## src/rtl/regfile_pkg.sv

```systemverilog
// ============================================================================
// Module  : regfile_pkg
// Brief   : Shared types and default constants for the multiport register file.
// Revision: 1.0 - initial release
// ============================================================================
`default_nettype none

package regfile_pkg;
  typedef enum logic [0:0] {
    RF_CLEAR = 1'b0,
    RF_RUN   = 1'b1
  } rf_state_t;

  localparam int          RF_XLEN    = 32;
  localparam int          RF_NREGS   = 32;
  localparam logic [31:0] RF_SP_INIT = 32'h0000_03FC;
endpackage

`default_nettype wire

```

## src/rtl/regfile_read_port.sv

```systemverilog
// ============================================================================
// Module  : regfile_read_port
// Brief   : One asynchronous read port: address mux, x0 forcing, ready gating
//           and optional write-to-read forwarding (enabled by BYPASS).
// Revision: 1.0 - initial release
// ============================================================================
`default_nettype none

module regfile_read_port #(
  parameter int XLEN   = 32,
  parameter int NREGS  = 32,
  parameter int AW     = 5,
  parameter bit BYPASS = 1'b0
) (
  input  logic [XLEN-1:0] mem [NREGS],
  input  logic [AW-1:0]   addr,
  input  logic            ready,
  input  logic            rst,
  input  logic            wr_en,
  input  logic [AW-1:0]   wr_addr,
  input  logic [XLEN-1:0] wr_data,
  output logic [XLEN-1:0] data
);

  logic w_hit;

  // addr is known non-zero where this is used, so wr_addr is non-zero too
  assign w_hit = wr_en && !rst && (addr == wr_addr);

  always_comb begin
    data = '0;
    if (ready && (addr != '0)) begin
      data = mem[addr];
      if (BYPASS && w_hit) begin
        data = wr_data;
      end
    end
  end

endmodule

`default_nettype wire

```

## src/rtl/regfile_multiport.sv

```systemverilog
// ============================================================================
// Module  : regfile_multiport
// Brief   : Parametrised multi-read, single-write register file with a hardware
//           clear sequencer. Define REGFILE_BYPASS_EN for write-to-read forwarding.
// Revision: 1.0 - initial release
// ============================================================================
`default_nettype none

module regfile_multiport
  import regfile_pkg::*;
#(
  parameter  int          XLEN    = RF_XLEN,
  parameter  int          NREGS   = RF_NREGS,
  parameter  int          NREAD   = 2,
  parameter  logic [31:0] SP_INIT = RF_SP_INIT,
  localparam int          AW      = $clog2(NREGS)
) (
  input  logic                  CLK,
  input  logic                  RST,
  input  logic [NREAD*AW-1:0]   rd_addr,
  output logic [NREAD*XLEN-1:0] rd_data,
  input  logic                  wr_en,
  input  logic [AW-1:0]         wr_addr,
  input  logic [XLEN-1:0]       wr_data,
  output logic                  ready,
  input  logic [AW-1:0]         dbg_addr,
  output logic [XLEN-1:0]       dbg_data
);

`ifdef REGFILE_BYPASS_EN
  localparam bit c_bypass = 1'b1;
`else
  localparam bit c_bypass = 1'b0;
`endif

  localparam logic [AW:0]     c_last   = (AW+1)'(NREGS - 1);
  localparam logic [AW:0]     c_sp_reg = (AW+1)'(2);
  localparam logic [XLEN-1:0] c_sp_val = XLEN'(SP_INIT);

  rf_state_t       r_state;
  rf_state_t       w_state_nxt;
  logic [AW:0]     r_cnt;
  logic [AW:0]     w_cnt_nxt;
  logic [XLEN-1:0] r_mem [NREGS];

  always_ff @(posedge CLK) begin
    if (RST) begin
      r_state <= RF_CLEAR;
      r_cnt   <= '0;
    end else begin
      r_state <= w_state_nxt;
      r_cnt   <= w_cnt_nxt;
    end
  end

  always_comb begin
    w_state_nxt = r_state;
    w_cnt_nxt   = r_cnt;
    if (r_state == RF_CLEAR) begin
      w_cnt_nxt = r_cnt + 1'b1;
      if (r_cnt == c_last) begin
        w_state_nxt = RF_RUN;
      end
    end
  end

  // Storage is left untouched in a reset cycle; the sequencer reloads it afterwards
  always_ff @(posedge CLK) begin
    if (!RST) begin
      if (r_state == RF_CLEAR) begin
        r_mem[r_cnt[AW-1:0]] <= (r_cnt == c_sp_reg) ? c_sp_val : '0;
      end else if (wr_en && (wr_addr != '0)) begin
        r_mem[wr_addr] <= wr_data;
      end
    end
  end

  assign ready = (r_state == RF_RUN);

  for (genvar k = 0; k < NREAD; k++) begin : g_rd
    regfile_read_port #(
      .XLEN   (XLEN),
      .NREGS  (NREGS),
      .AW     (AW),
      .BYPASS (c_bypass)
    ) u_rd (
      .mem     (r_mem),
      .addr    (rd_addr[k*AW +: AW]),
      .ready   (ready),
      .rst     (RST),
      .wr_en   (wr_en),
      .wr_addr (wr_addr),
      .wr_data (wr_data),
      .data    (rd_data[k*XLEN +: XLEN])
    );
  end

  regfile_read_port #(
    .XLEN   (XLEN),
    .NREGS  (NREGS),
    .AW     (AW),
    .BYPASS (1'b0)
  ) u_dbg (
    .mem     (r_mem),
    .addr    (dbg_addr),
    .ready   (ready),
    .rst     (RST),
    .wr_en   (wr_en),
    .wr_addr (wr_addr),
    .wr_data (wr_data),
    .data    (dbg_data)
  );

endmodule

`default_nettype wire

```

## config.mk

```make
export PLATFORM = sky130hd
export DESIGN_NAME = regfile_multiport
export DESIGN_NICKNAME = d
export VERILOG_FILES = /design/src/rtl/regfile_pkg.sv /design/src/rtl/regfile_read_port.sv /design/src/rtl/regfile_multiport.sv
export SDC_FILE = /design/constraint.sdc
export NUM_CORES = 2
export LEC_CHECK = 0
export CORE_MARGIN = 3
export CORE_UTILIZATION = 60
export CTS_BUF_LIST = sky130_fd_sc_hd__clkbuf_4 sky130_fd_sc_hd__clkbuf_8
export DETAILED_ROUTE_END_ITERATION = 16
export DONT_BUFFER_PORTS = 1
export PLACE_DENSITY = 0.79
export REMOVE_ABC_BUFFERS = 1
export SETUP_SLACK_MARGIN = 0.15
export SYNTH_ARGS = -nofsm -noshare
export SYNTH_HDL_FRONTEND = slang
export SYNTH_SLANG_ARGS = --single-unit
export TNS_END_PERCENT = 1
```

## constraint.sdc

```tcl
create_clock -name CLK -period 3.7 [get_ports CLK]
set_clock_uncertainty 0.05 [all_clocks]
set_input_delay 0.925 -clock CLK [delete_from_list [all_inputs] [get_ports CLK]]
set_output_delay 0.925 -clock CLK [all_outputs]
set_load 0.005 [all_outputs]
```

==> impl_metrics.env <==
export IMPL_grt_start_max_net_pins=307
export IMPL_num_io_pins=152
export IMPL_cp_num_buf_inv=3
export IMPL_p_seq_frac=0.532
export IMPL_power_w=0.0241
export IMPL_startpoint_type="input port"
export IMPL_clockBufferDepth=3
export IMPL_synth_cell_type_count=55
export IMPL_finalNonFillerCells=5628
export IMPL_worst_slew_pin_slew_ps=1250
export IMPL_io_buffer_count=0
export IMPL_rsz0062_at_grt="true"
export IMPL_synth_ff_type="edfxtp_1"
export IMPL_slowest_stage="mux4_2"
export IMPL_max_slew_margin=0.165
export IMPL_drt_first_pass_iters=7
export IMPL_fin_nets=4179
export IMPL_crit_chain="mux4_2 > and2_4 > a211oi_2 > buf_4 > a2111oi_2 > buf_4 > buf_6"
export IMPL_max_stage_delay_ps=650
export IMPL_ys_ff_latch=1031
export IMPL_dp_slack_ps=-284
export IMPL_postSynthCellCount=4193
export IMPL_min_period_over_period=1.12
export IMPL_grt_overflow=0
export IMPL_hp_start="RST"
export IMPL_die_x_um=325
export IMPL_p_int_w=0.0187
export IMPL_gp_congestion=0.984
export IMPL_drive_above_1_share=0.343
export IMPL_synth_area_um2=61000
export IMPL_clkLatencyLatePin_ps=860
export IMPL_wl_per_cell_um=39.6
export IMPL_irDropWorstVdd_uv=358
export IMPL_p_leak_nw=18.6
export IMPL_power_density_nw_per_um2=355
export IMPL_synth_most_common_cell="edfxtp_1"
export IMPL_wl_um=223000
export IMPL_die_area_um2=106000
export IMPL_post_dp_hpwl_um=125000
export IMPL_syn2layout_area_growth_pct=11.4
export IMPL_grt_use_total=0.423
export IMPL_synth_top_area_frac=0.504
export IMPL_grt_pass1_wl_um=317000
export IMPL_switching_share=0.226
export IMPL_core_area_um2=100000
export IMPL_yosys_top_cells_count="1024 x edfxtp_1, 990 x nor2_1, 719 x mux4_2"
export IMPL_dp_cells=5299
export IMPL_p_sw_w=0.00543
export IMPL_via_per_inst=7.96
export IMPL_ys_seq_area_frac=0.506
export IMPL_yosysWarningCount=0
export IMPL_setup_worst_path_start="rd_addr[5]"
export IMPL_drtIter0Drc=8206
export IMPL_htree_levels=4
export IMPL_clock_sinks=1031
export IMPL_numCtsBuffers=167
export IMPL_path_class="in -> out"
export IMPL_worst_path_most_repeated_cell="buf_4"
export IMPL_setup_viol=24
export IMPL_grt_antenna_before_repair=15
export IMPL_comb_power_share=0.062
export IMPL_timing_hold_worst_class="in -> reg"
export IMPL_setup_tns_ps=-5170
export IMPL_num_rows=116
export IMPL_ctsRootBufferMaster="clkbuf_8"
export IMPL_outcome="finished with violations"
export IMPL_syn_area_per_cell_um2=14.5
export IMPL_period_needed_ps=4140
export IMPL_clock_power_share=0.406
export IMPL_required_ps=2720
export IMPL_yosys_top_cells_area="edfxtp_1 50%, mux4_2 27%, nor2_1 6.1%, mux2i_1 6.0%, clkbuf_1 2.0%"
export IMPL_drv_cap=0
export IMPL_cp_arrival_ps=3160
export IMPL_die_h_um=325
export IMPL_path_clk_slew_ps=70
export IMPL_ctsHoldBuffers=0
export IMPL_fin_ws_ps=-436
export IMPL_violations="negative setup slack"
export IMPL_start_util=0.607
export IMPL_worstSetupEndpointType="output pin"
export IMPL_crit_fanout=306
export IMPL_timing_fmax_ghz=0.242
export IMPL_worstReg2RegStart="ready"
export IMPL_first_global_vias=44900
export IMPL_hold_viol=0
export IMPL_final_antenna_net_count=0
export IMPL_drv_slew=0
export IMPL_synth_edf_count=1024
export IMPL_async_reset_ff_frac=0
export IMPL_cp_top_family="multiplexers"
export IMPL_hold_ws_ps=75.9
export IMPL_via_count=44800
export IMPL_yosys_area_top_type="edfxtp_1"
export IMPL_cts_tree="yes"
export IMPL_drc=0
## flip-flops by register name, indices dropped and copies added (netlist names)
register / cells
r_cnt: 6
ready: 1
r_mem: 1024
## kinds of logic (layout without fill, tap and decap cells)
group,Yosys count,count (layout),share of synthesized area
other,0,27,0
buffers and inverters,491,542,0.0363
XOR/XNOR,4,4,0.000574
flip-flops,1031,1031,0.506
adder cells (fa/ha/maj),4,4,0.000821
AND/OR/NAND/NOR,1203,1203,0.0798
multiplexers,1089,1089,0.326
AO/OA/AOI/OAI,371,371,0.0497
## per-layer routing
layer | vias to the layer above | wire length, um | track usage
li1 | 16600 | - | -
met1 | 21900 | 64600 | 0.517
met2 | 4986 | 95000 | 0.598
met3 | 1299 | 43000 | 0.187
met4 | 4 | 20400 | 0.312
met5 | - | 29 | 0
## final cells by class
class | count | area, um^2
Antenna cell | 27 | 67.6
Clock buffer | 230 | 2830
Clock inverter | 63 | 344
Fill cell | 6659 | 32500
Inverter | 6 | 25.0
Multi-Input combinational cell | 2671 | 29700
Sequential cell | 1031 | 30900
Tap cell | 1357 | 1700
Timing Repair Buffer | 243 | 2380
## layout by cell type, fill, tap and decap left out, types with 9 or more instances in the layout
master,n
nand2_2,30
nor3_2,12
a2111oi_2,9
o22a_4,13
mux2i_1,357
and2_1,55
a2111oi_4,17
diode_2,27
o221ai_2,26
nand2_1,48
nor2_4,31
o221ai_4,24
clkinv_1,38
a211oi_1,9
o21ai_0,25
a32oi_1,19
clkinv_2,16
buf_12,41
clkbuf_8,177
o22ai_1,23
a211oi_2,25
clkbuf_4,53
o221ai_1,37
edfxtp_1,1024
nor2_1,959
buf_4,195
a21o_1,10
mux4_2,719
nor3_1,14
a22o_1,45
o22a_1,49
## through the flow
| step | utilization | instance area, um^2 |
|---|---|---|
| after CTS | 0.672 | 67500 |
| final | 0.676 | 67900 |
| after global routing | 0.676 | 67900 |
| after floorplan | - | 58800 |
| after global placement | 0.628 | 63100 |
| after detailed placement | 0.628 | 63100 |
## power groups by stage
stage	Sequential, W	Clock, W	Combinational, W
CTS	0.0128	0.00970	0.00141
global route	0.0128	0.0102	0.00150
finish	0.0128	0.00977	0.00150
detailed placement	0.0131	0	0.00133
global placement	0.0130	0	0.00131
floorplan	0.0130	0	0.000920
## worst paths after layout
check / endpoint / slack, ps / depth (start not counted)
max reg2reg: r_mem[102] / 280 / 6
min: ready / 80 / 1
max: rd_data[41] / -440 / 7
min reg2reg: r_cnt[5] / 550 / 2
## timing repair
action	in CTS	in global routing
endpoints found under the setup margin	96	89
setup buffers	8	0
pin swaps	77	54
cloned	1	0
resized for setup	187	51
hold endpoints to repair	0	0
(Power assumes the default switching activity.)
